## config.mk

```make
export PLATFORM = sky130hd
export DESIGN_NAME = dram_dma
export DESIGN_NICKNAME = d
export VERILOG_FILES = /design/src/rtl/dram_dma_pkg.sv /design/src/rtl/dram_dma_copy_pipe.sv /design/src/rtl/dram_dma.sv
export SDC_FILE = /design/constraint.sdc
export NUM_CORES = 1
export LEC_CHECK = 0
export CAP_MARGIN = 20
export CELL_PAD_IN_SITES_DETAIL_PLACEMENT = 1
export CELL_PAD_IN_SITES_GLOBAL_PLACEMENT = 1
export CORE_ASPECT_RATIO = 1.2
export CORE_MARGIN = 5
export CORE_UTILIZATION = 43
export DETAILED_ROUTE_END_ITERATION = 10
export DONT_BUFFER_PORTS = 1
export GPL_ROUTABILITY_DRIVEN = 1
export GPL_TIMING_DRIVEN = 0
export PLACE_DENSITY = 0.87
export SETUP_SLACK_MARGIN = 0.2
export SLEW_MARGIN = 15
export SYNTH_ARGS = -nofsm -noshare
export SYNTH_HDL_FRONTEND = slang
export SYNTH_HIERARCHICAL = 1
export SYNTH_SLANG_ARGS = --single-unit
```

## constraint.sdc

```tcl
create_clock -name clk -period 2 [get_ports clk]
set_clock_uncertainty 0.05 [all_clocks]
set_input_delay 0.1 -clock clk [delete_from_list [all_inputs] [get_ports clk]]
set_output_delay 0.1 -clock clk [all_outputs]
set_load 0.02 [all_outputs]
```

## src/rtl/dram_dma_pkg.sv

```systemverilog
// dram_dma_pkg: shared state/direction encodings and width defaults for the DRAM DMA engine
package dram_dma_pkg;
  localparam int ADDR_W_DEF = 16;
  localparam int DATA_W_DEF = 8;
  typedef enum logic [2:0] {IDLE, LOAD, L_TAIL, DONE_L, STORE, S_TAIL, DONE_S} state_t;
  typedef enum logic {DIR_LOAD, DIR_STORE} dir_t;
endpackage

```

## src/rtl/dram_dma_copy_pipe.sv

```systemverilog
// dram_dma_copy_pipe: word counter plus one-stage delayed write address/valid, direction-agnostic
//  clk, reset      clock, async active-high reset
//  run             count while high; counter returns to 0 when low
//  n_m1            index of the last word (N-1)
//  rd_addr         read-side address (counter)
//  last            counter is at the last word
//  wr_addr         write-side address (counter delayed one cycle, 0 when idle)
//  wr_valid        write-side strobe (run delayed one cycle)
module dram_dma_copy_pipe #(
  parameter int ADDR_W = 16
) (
  input  logic              clk,
  input  logic              reset,
  input  logic              run,
  input  logic [ADDR_W-1:0] n_m1,
  output logic [ADDR_W-1:0] rd_addr,
  output logic              last,
  output logic [ADDR_W-1:0] wr_addr,
  output logic              wr_valid
);
  logic [ADDR_W-1:0] cnt;
  assign rd_addr = cnt;
  // terminating on compare with N-1 lets N = 2**ADDR_W run through all-ones without wrapping
  assign last = cnt == n_m1;
  always_ff @(posedge clk or posedge reset)
    if (reset) begin
      cnt      <= '0;
      wr_addr  <= '0;
      wr_valid <= 1'b0;
    end else begin
      cnt      <= run && !last ? cnt + 1'b1 : '0;
      wr_addr  <= run ? cnt : '0;
      wr_valid <= run;
    end
endmodule

```

## src/rtl/dram_dma.sv

```systemverilog
// dram_dma: block copy DRAM->local on rd_en rise (rd_done) and local->DRAM on wr_en rise (wr_done)
//  clk, reset                       clock, async active-high reset
//  rd_en, wr_en                     load/store requests, rising edge starts a transfer in IDLE
//  rd_done, wr_done                 one-cycle completion pulses
//  busy                             high while a transfer is in progress (incl. tail)
//  ext_addr/ext_we/ext_wdata/ext_rdata  DRAM port, sync read
//  loc_addr/loc_we/loc_wdata/loc_rdata  local memory port, sync read
module dram_dma import dram_dma_pkg::*; #(
  parameter int ADDR_W    = ADDR_W_DEF,
  parameter int DATA_W    = DATA_W_DEF,
  parameter int IN_WORDS  = 65536,
  parameter int OUT_WORDS = 16384
) (
  input  logic              clk,
  input  logic              reset,
  input  logic              rd_en,
  input  logic              wr_en,
  output logic              rd_done,
  output logic              wr_done,
  output logic              busy,
  output logic [ADDR_W-1:0] ext_addr,
  output logic              ext_we,
  output logic [DATA_W-1:0] ext_wdata,
  input  logic [DATA_W-1:0] ext_rdata,
  output logic [ADDR_W-1:0] loc_addr,
  output logic              loc_we,
  output logic [DATA_W-1:0] loc_wdata,
  input  logic [DATA_W-1:0] loc_rdata
);
  localparam logic [ADDR_W-1:0] IN_LAST  = ADDR_W'(IN_WORDS - 1);
  localparam logic [ADDR_W-1:0] OUT_LAST = ADDR_W'(OUT_WORDS - 1);
  state_t state, state_n;
  dir_t dir;
  logic rd_prev, wr_prev, rd_rise, wr_rise;
  logic run, last, wr_valid, is_load, is_store;
  logic [ADDR_W-1:0] rd_addr, wr_addr;
  assign rd_rise = rd_en && !rd_prev;
  assign wr_rise = wr_en && !wr_prev;
  assign run = state == LOAD || state == STORE;
  assign dir = state == STORE || state == S_TAIL ? DIR_STORE : DIR_LOAD;
  assign busy = run || state == L_TAIL || state == S_TAIL;
  assign is_load = busy && dir == DIR_LOAD;
  assign is_store = busy && dir == DIR_STORE;
  dram_dma_copy_pipe #(.ADDR_W(ADDR_W)) u_pipe (
    .clk     (clk),
    .reset   (reset),
    .run     (run),
    .n_m1    (dir == DIR_STORE ? OUT_LAST : IN_LAST),
    .rd_addr (rd_addr),
    .last    (last),
    .wr_addr (wr_addr),
    .wr_valid(wr_valid)
  );
  always_ff @(posedge clk or posedge reset)
    if (reset) begin
      state   <= IDLE;
      rd_prev <= 1'b0;
      wr_prev <= 1'b0;
    end else begin
      state   <= state_n;
      rd_prev <= rd_en;
      wr_prev <= wr_en;
    end
  // load has priority when both requests rise together; edges outside IDLE are ignored
  always_comb begin
    state_n = state;
    case (state)
      IDLE:    state_n = rd_rise ? LOAD : wr_rise ? STORE : IDLE;
      LOAD:    state_n = last ? L_TAIL : LOAD;
      L_TAIL:  state_n = DONE_L;
      STORE:   state_n = last ? S_TAIL : STORE;
      S_TAIL:  state_n = DONE_S;
      default: state_n = IDLE;
    endcase
  end
  // the read side follows the counter, the write side follows its one-cycle-delayed copy
  assign ext_addr  = is_load ? rd_addr : is_store ? wr_addr : '0;
  assign loc_addr  = is_store ? rd_addr : is_load ? wr_addr : '0;
  assign loc_we    = is_load && wr_valid;
  assign ext_we    = is_store && wr_valid;
  assign loc_wdata = loc_we ? ext_rdata : '0;
  assign ext_wdata = ext_we ? loc_rdata : '0;
  assign rd_done   = state == DONE_L;
  assign wr_done   = state == DONE_S;
endmodule
```

## Word-level counts from Yosys, hierarchy flattened

Index checks and enable logic that the tools add are counted.

- Register bits after elaboration: 38
- Bits of input ports: 20
- Output and inout bits: 53

- $add $sub $neg: 1
- Equal/unequal tests: 7
- Muxes and demuxes: 15
- Bitwise gates (word level): 1
- Reductions and logical operators: 15

Operators with widths:

| cell | count |
|---|---|
| $mux 16 | 7 |
| $add 16x1->16 const B | 1 |
| $eq 16x16->1 | 1 |
| $mux 8 | 2 |
| $pmux 3 s5 | 1 |
| $eq 3x3->1 const B | 3 |
| $logic_and 1x1->1 | 7 |
| $eq 3x2->1 const B | 2 |
| $mux 3 | 2 |
| $logic_or 1x1->1 | 4 |
| $eq 3x1->1 const B | 1 |
| $logic_not 1->1 | 3 |
| $logic_not 3->1 | 1 |
| $mux 1 | 2 |
| $mux 2 | 1 |
| $not 1->1 | 1 |

## Depth between registers and ports, before layout

Gate-level depths: netlist of run 1.

- Word-level depth: 8
- Gate-level depth with buffers: 11
- Depth with buffers taken out: 9

## Modules after synthesis

The synthesis of run 1 kept the hierarchy.

By module, submodules not included:

| module | instances | cells each | area an instance (um^2) |
|---|---|---|---|
| dram_dma_copy_pipe | 1 | 134 | 1,547.7 |
| dram_dma | 1 | 91 | 784.5 |

## Worst setup path before layout of run 1

No wires, ideal clock.

- Path kind: register -> register
- From: register state[2]
- To: register u_pipe.cnt[10], in the netlist u_pipe/rd_addr[10]
- Arrival time: 1,987 ps
- Data required time: 1,831 ps
- Path slack: -156 ps
- Cell stages (with the launch flop): 11
- Path buffers: 3
- Clock period less this slack: 2,156 ps
- Path through: dfrtp_1 -> buf_4 -> inv_2 -> nor2_4 -> buf_2 -> inv_1 -> xnor2_1 -> nand4_2 -> o41ai_4 -> buf_6 -> nor2_2

- Cells in the longest elaborated chain, start to end: 8

RTL lines:

| item | line | text |
|---|---|---|
| from (decl) | dram_dma.sv:32 | `state_t state, state_n;` |
| from (signal assigned) | dram_dma.sv:60 | `state <= state_n;` |
| $eq 3x3->1, on equally long branches | dram_dma.sv:39, dram_dma.sv:40 |  |
| $logic_or 1x1->1 | dram_dma.sv:40 | `assign dir = state == STORE \|\| state == S_TAIL ? DIR_STORE : DIR_LOAD;` |
| $mux 1 | dram_dma.sv:40 |  |
| $mux 16 | dram_dma.sv:48 | `.n_m1 (dir == DIR_STORE ? OUT_LAST : IN_LAST),` |
| $eq 16x16->1 | dram_dma_copy_pipe.sv:24 | `assign last = cnt == n_m1;` |
| $logic_not 1->1 | dram_dma_copy_pipe.sv:31 | `cnt <= run && !last ? cnt + 1'b1 : '0;` |
| $logic_and 1x1->1 * | dram_dma_copy_pipe.sv:31 |  |
| $mux 16 * | dram_dma_copy_pipe.sv:31 |  |
| to (signal assigned) | dram_dma_copy_pipe.sv:31 |  |
| to (decl) | dram_dma_copy_pipe.sv:21 | `logic [ADDR_W-1:0] cnt;` |

Mark *: on every way between the ends. The rest lies on a longest branch, timed or not.

## Final worst setup path of run 1

- From: register state[2]
- To: register u_pipe.cnt[15], in the netlist u_pipe/rd_addr[15]

Same word-level chain as after synthesis.

==> flow_metrics.py, run 1 <==
metrics = {
    "grt": {
        "grt_pass1_vias": 2164,
        "grt_max_degree": 34,
        "overflow": 0,
        "antenna_found_initial": 0,
        "grtUsageTotal": 0.2166,
        "grt_pass1_wl_um": 11960,
    },
    "critical_path": {
        "r2r-start": "state[2]",
        "cp_slowest_cell": "o41ai_4",
        "cp.required_ns": 2.13,
        "crit_path_end_kind": "flip-flop",
        "path_delay_family": "buffers and inverters",
        "crit_type": "reg -> reg",
        "crit_buf_inv": 6,
        "start_kind": "flip-flop",
        "arrival_ns": 2.37,
        "reg2reg_slack_ns": -0.25,
        "crit_chain": "buf_6 -> inv_4 -> nor2_4 -> buf_6 -> inv_6 -> xnor2_2 -> nand4_2 -> o41ai_4 -> buf_4 -> buf_6 -> a21oi_1",
        "r2r-end": "u_pipe/rd_addr[15]",
        "cp_max_fo": 3,
        "crit_top_cell": "buf_6",
        "slowest_delay_ns": 0.48,
        "r2r.worst_path.cells": 11,
    },
    "pwr": {
        "pwr_density_cell_mw_per_mm2": 1326,
        "irDropWorstVdd_uv": 694.6,
        "p_leak_nw": 1.499,
    },
    "logic_synthesis": {
        "yosys.area_share.simple": 0.2307,
        "synth_seq_cells": 38,
        "synth_top_family_by_area": "simple AND/OR/NAND/NOR gates",
        "ys_seq_area_frac": 0.4077,
        "synth_cells": 225,
        "synth_xor_area_frac": 0.1207,
        "synthDistinctLibCells": 38,
        "syn_avg_cell_area_um2": 10.37,
        "synth_most_common_cell": "dfrtp_1",
        "synth_compound_area_frac": 0.1626,
        "synth_adder_area_share": 0.005365,
        "synth_edf_count": 0,
        "ys_warn_count": 6,
        "synth_area_leaders": "dfrtp_1, a22o_1, xnor2_1",
        "synth_top_flop_cell": "dfrtp_1",
        "synth_top_area_cell": "dfrtp_1",
        "synth_top_area_frac": 0.4077,
        "netlist_area_mm2": 0.002332,
        "synth-async-reset-ratio": 1.000,
        "synth.top_cells.by_count": "dfrtp_1, a22o_1, xnor2_1",
        "yosys-mux-area-fraction": 0,
    },
    "routing": {
        "wl_um": 10500,
        "met2_length_um": 5213,
        "detail_route.vias_per_cell": 6.487,
        "top_layer_used": "met4",
        "drt_iter0_drc": 165,
        "wl_per_cell_um": 31.17,
        "route.vias.total": 2186,
        "firstDrtPassIters": 6,
        "wl_met1_um": 3941,
        "wl_met3_um": 878,
        "drc_errors": 0,
        "ant_nets": 0,
    },
    "floorplan": {
        "start_util": 0.4402,
        "die_h_um": 90.68,
        "fp.coreArea_mm2": 0.005298,
        "fp.dieW_um": 77.23,
        "ios": 73,
        "dieArea_mm2": 0.007003,
        "fp-row-count": 29,
    },
    "sta": {
        "hold_violations": 0,
        "finalSetupTns_ns": -3.698,
        "finalCritPeriodShare": 1.124,
        "tightestPinTransition_ns": 0.8080,
        "rsz0062_at_grt": "true",
        "max_freq_mhz": 445.0,
        "drv_slew": 0,
        "hold_ws_ns": 0.1187,
        "finalCriticalPeriod_ns": 2.247,
        "setup_violations": 17,
        "slew_headroom": 0.4564,
        "worst_slack_ns": -0.2470,
    },
    "placement": {
        "place.gp.congestion": 0.7990,
        "preCtsSetupSlack_ns": -0.3604,
        "place_hpwl_um": 4622,
        "numPortBuffers": 0,
    },
    "worst_hold_path": {
        "hp-class": "in -> reg",
        "hp-start": "rd_en",
        "worstHoldPathCells": 2,
        "hold_end": "state[2]",
    },
    "clock_tree": {
        "clock-root-buffer": "clkbuf_8",
        "clock_sinks": 38,
        "clk_pin_slew_ns": 0.09,
        "clockBufferDepth": 2,
        "insertion_delay_ns": 0.30,
        "cts_buffers": 5,
        "cts_tree": "built",
        "cts_max_level": 2,
    },
    "layout": {
        "syn2layout_area_growth_pct": 39.70,
        "drive_gt1_frac": 0.4582,
        "n_antenna_cell": 0,
        "fin_util": 0.6150,
        "finalNetCount": 296,
    },
    "flow_run": {
        "maxCapViolations": 0,
    },
    "status": {
        "outcome": "complete, but fails checks",
        "violations": "setup timing",
    },
}
-- worst max-delay path by stage --
stage          startpoint  slack [ns]  depth (start not counted)                 end
3_3_place_gp     state[2]       -0.32                         10   u_pipe/rd_addr[7]
2_1_floorplan    state[1]        0.01                          9  u_pipe/rd_addr[10]
6_report         state[2]       -0.25                         11  u_pipe/rd_addr[15]
3_5_place_dp     state[2]       -0.36                         10  u_pipe/rd_addr[12]
4_1_cts          state[2]        0.04                         11  u_pipe/rd_addr[14]
5_1_grt          state[2]       -0.32                         11  u_pipe/rd_addr[15]
-- layout by cell type (no fill, tap or decap), types with 3 or more instances in the layout --
cell type      count
a21oi_1            3
a22o_4            29
and2_1            16
and3_1             9
and3_4             8
buf_12             3
buf_4             18
buf_6             11
buf_8              5
clkbuf_1           3
clkbuf_8           5
conb_1            14
dfrtp_1           33
dfrtp_2            5
dlygate4sd3_1      3
inv_1              6
nand2_1            4
nand3_1            4
nand4_1            5
nor2_1             6
nor2_2            11
nor2_4             3
nor3_1             3
nor4_1             4
xnor2_1           25
-- power by group --
group / internal (mW) / leakage [nW] / switching (mW)
Sequential: 0.841 / 0.510 / 0.107
Combinational: 1.20 / 0.950 / 1.64
Clock: 0.241 / 0.0383 / 0.293
-- layout make-up --
class	instances	area, µm²
Fill cell	543	2039
Multi-Input combinational cell	175	1608
Sequential cell	38	957.2
Timing Repair Buffer	30	321.6
Buffer	16	176.4
Tap cell	62	77.57
Clock buffer	7	76.32
Inverter	9	41.29
-- metrics by stage --
step	cells	total power [mW]	instance area (µm²)
3_5_place_dp	300	2.483	2467
5_1_grt	337	4.462	3258
2_1_floorplan	238	2.121	2390
4_1_cts	326	3.409	2791
6_report	337	4.321	3258
3_3_place_gp	300	2.436	2467
-- state kept, by name, indices dropped and copies added, names as in the netlist --
register,count
u_pipe/wr_addr,16
wr_prev,1
state,3
rd_prev,1
u_pipe/wr_valid,1
u_pipe/rd_addr,16
-- what timing repair did --
item,4_1_cts,5_1_grt
hold buffers,3,0
pin swaps,8,17
hold endpoints to repair,41,0
resized for setup,26,95
setup buffers,14,8
gates cloned,2,3
setup endpoints to repair,32,70
-- metal layers --
metal	GRT usage	vias to the layer above
li1	-	881
met1	0.2291	1105
met2	0.3996	165
met3	0.04291	35
met4	0.1046	0
met5	0	-
-- cells by family after synthesis --
family | Yosys count
compound gates | 44
xor+xnor | 30
fa+ha+maj | 1
buf+inv | 25
flops | 38
other cells | 1
simple gates | 86
No activity file was read; power rests on OpenSTA's default activity.
==> run 2, diff against run 1 <==
--- a/config.mk
+++ b/config.mk
@@ -15,6 +15,7 @@
 export DONT_BUFFER_PORTS = 1
 export GPL_ROUTABILITY_DRIVEN = 1
 export GPL_TIMING_DRIVEN = 0
+export MAX_ROUTING_LAYER = met4
 export PLACE_DENSITY = 0.87
 export SETUP_SLACK_MARGIN = 0.2
 export SLEW_MARGIN = 15
==> flow_metrics.py, run 2 (synthesis gave the netlist of run 1 again) <==
metrics = {
    "layout": {
        "n_antenna_cell": 0,
        "finalNetCount": 296,
        "fillers": 539,
        "syn2layout_area_growth_pct": 39.27,
        "layout_commonest_cell": "dfrtp_1",
        "drive_gt1_frac": 0.4582,
        "fin_util": 0.6131,
        "mostFrequentLayoutCells": "dfrtp_1, a22o_4, xnor2_1",
    },
    "sta": {
        "setup_violations": 17,
        "finalCriticalPeriod_ns": 2.150,
        "rsz0062_at_grt": "true",
        "max_freq_mhz": 465.2,
        "hold_violations": 0,
        "tightestPinTransition_ns": 0.7135,
        "worst_slack_ns": -0.1497,
        "slew_headroom": 0.5237,
        "finalCritPeriodShare": 1.075,
        "drv_slew": 0,
        "hold_ws_ns": 0.1010,
    },
    "critical_path": {
        "r2r.worst_path.cells": 12,
        "r2r-start": "state[2]",
        "cp_slowest_cell": "dfrtp_1",
        "crit_type": "reg -> reg",
        "r2r-end": "u_pipe/rd_addr[14]",
        "cp.depth": 12,
        "start_kind": "flip-flop",
        "crit_start": "state[2]",
        "slowest_delay_ns": 0.38,
        "crit_top_cell": "buf_6",
        "crit_path_end_kind": "flip-flop",
        "arrival_ns": 2.26,
        "crit_end": "u_pipe/rd_addr[14]",
        "reg2reg_slack_ns": -0.15,
        "cp_max_fo": 3,
        "crit_buf_inv": 7,
        "crit_chain": "buf_6 -> inv_4 -> nor2_4 -> buf_6 -> inv_6 -> xnor2_2 -> nand4_1 -> buf_4 -> o41ai_4 -> buf_4 -> buf_6 -> a21oi_2",
        "cp.required_ns": 2.11,
        "path_delay_family": "buffers and inverters",
    },
    "clock_tree": {
        "clock_sinks": 38,
        "cts_tree": "built",
        "clk_pin_slew_ns": 0.08,
        "cts_buffers": 5,
        "cts_max_level": 2,
        "clockBufferDepth": 2,
        "clock-root-buffer": "clkbuf_8",
        "insertion_delay_ns": 0.30,
    },
    "grt": {
        "grt_pass1_wl_um": 12020,
        "antenna_found_initial": 0,
        "grt_max_degree": 34,
        "grtUsageTotal": 0.2238,
        "grt_pass1_vias": 2147,
        "overflow": 0,
    },
    "routing": {
        "drt_iter0_drc": 208,
        "detail_route.vias_per_cell": 6.501,
        "wl_per_cell_um": 29.60,
        "ant_nets": 0,
        "route.vias.total": 2191,
        "drc_errors": 0,
        "wl_um": 9976,
        "firstDrtPassIters": 4,
    },
    "pwr": {
        "irDropWorstVdd_uv": 511.3,
        "p_leak_nw": 1.492,
        "pwr_density_cell_mw_per_mm2": 1302,
    },
    "status": {
        "violations": "setup timing",
        "outcome": "complete, but fails checks",
    },
    "floorplan": {
        "die_h_um": 90.68,
        "dieArea_mm2": 0.007003,
        "fp.dieW_um": 77.23,
        "start_util": 0.4402,
        "fp-row-count": 29,
        "fp.coreArea_mm2": 0.005298,
        "ios": 73,
    },
    "worst_hold_path": {
        "hp-class": "in -> reg",
    },
    "placement": {
        "place_hpwl_um": 4622,
        "place.gp.congestion": 0.8105,
        "numPortBuffers": 0,
    },
    "flow_run": {
        "maxCapViolations": 0,
    },
}
[run 2: cell types whose count changed in the layout (fill, tap and decap cells not counted)]
cell	change
a22o_2	+1
a22o_4	-1
buf_2	+1
clkbuf_4	-1
[run 2: what timing repair did]
item / CTS / global route
buffers inserted: 14 / 8
pin swaps: 8 / 17
endpoints found under the setup margin: 32 / 70
gates cloned: 2 / 3
resized for setup: 26 / 93
endpoints found under the hold margin: 41 / 0
hold buffers: 3 / 0
[run 2: worst min path at each step]
| stage | startpoint | to | slack, ns | cells past startpoint |
|---|---|---|---|---|
| after global placement | reset | wr_prev | -0.16 | 1 |
| after CTS | rd_en | state[0] | 0.04 | 2 |
| final | rd_en | state[2] | 0.10 | 2 |
| after floorplan | reset | rd_prev | -0.17 | 1 |
| after detailed placement | reset | wr_prev | -0.15 | 1 |
| after global routing | rd_en | state[2] | 0.1 | 2 |
[run 2: per-stage QoR]
stage | instance area [µm²] | power (mW) | cells | setup WS [ns] | TNS [ns]
after global routing | 3248 | 4.373 | 337 | -0.2520 | -3.836
after detailed placement | 2467 | 2.483 | 300 | -0.3604 | -5.026
after global placement | 2467 | 2.436 | 300 | -0.3190 | -4.247
final | 3248 | 4.229 | 337 | -0.1497 | -2.035
after CTS | 2791 | 3.409 | 326 | 0.04164 | 0
after floorplan | 2390 | 2.121 | 238 | 0.01459 | 0
[run 2: final cells by class]
type | instances | area [µm²] | share of cell area
repair buffers | 30 | 321.6 | 0.09900
clock buffers | 7 | 76.32 | 0.02350
well taps | 62 | 77.57 | 0.02388
multi-input cells | 175 | 1600 | 0.4927
flip-flops and latches | 38 | 957.2 | 0.2947
inverters | 9 | 41.29 | 0.01271
plain buffers | 16 | 173.9 | 0.05354
[run 2: report_power, final]
| group | leakage (nW) | total, mW | switching (mW) | internal [mW] |
|---|---|---|---|---|
| combinational | 0.943 | 2.76 | 1.57 | 1.19 |
| clock | 0.0383 | 0.518 | 0.277 | 0.241 |
| sequential | 0.510 | 0.949 | 0.107 | 0.842 |
[run 2: per-layer routing]
layer / global-route usage / vias up / part of all wire
li1: - / 887 / -
met1: 0.2322 / 1127 / 0.37
met2: 0.4024 / 134 / 0.52
met3: 0.04291 / 43 / 0.061
met4: 0.1003 / 0 / 0.050
met5: - / - / 0
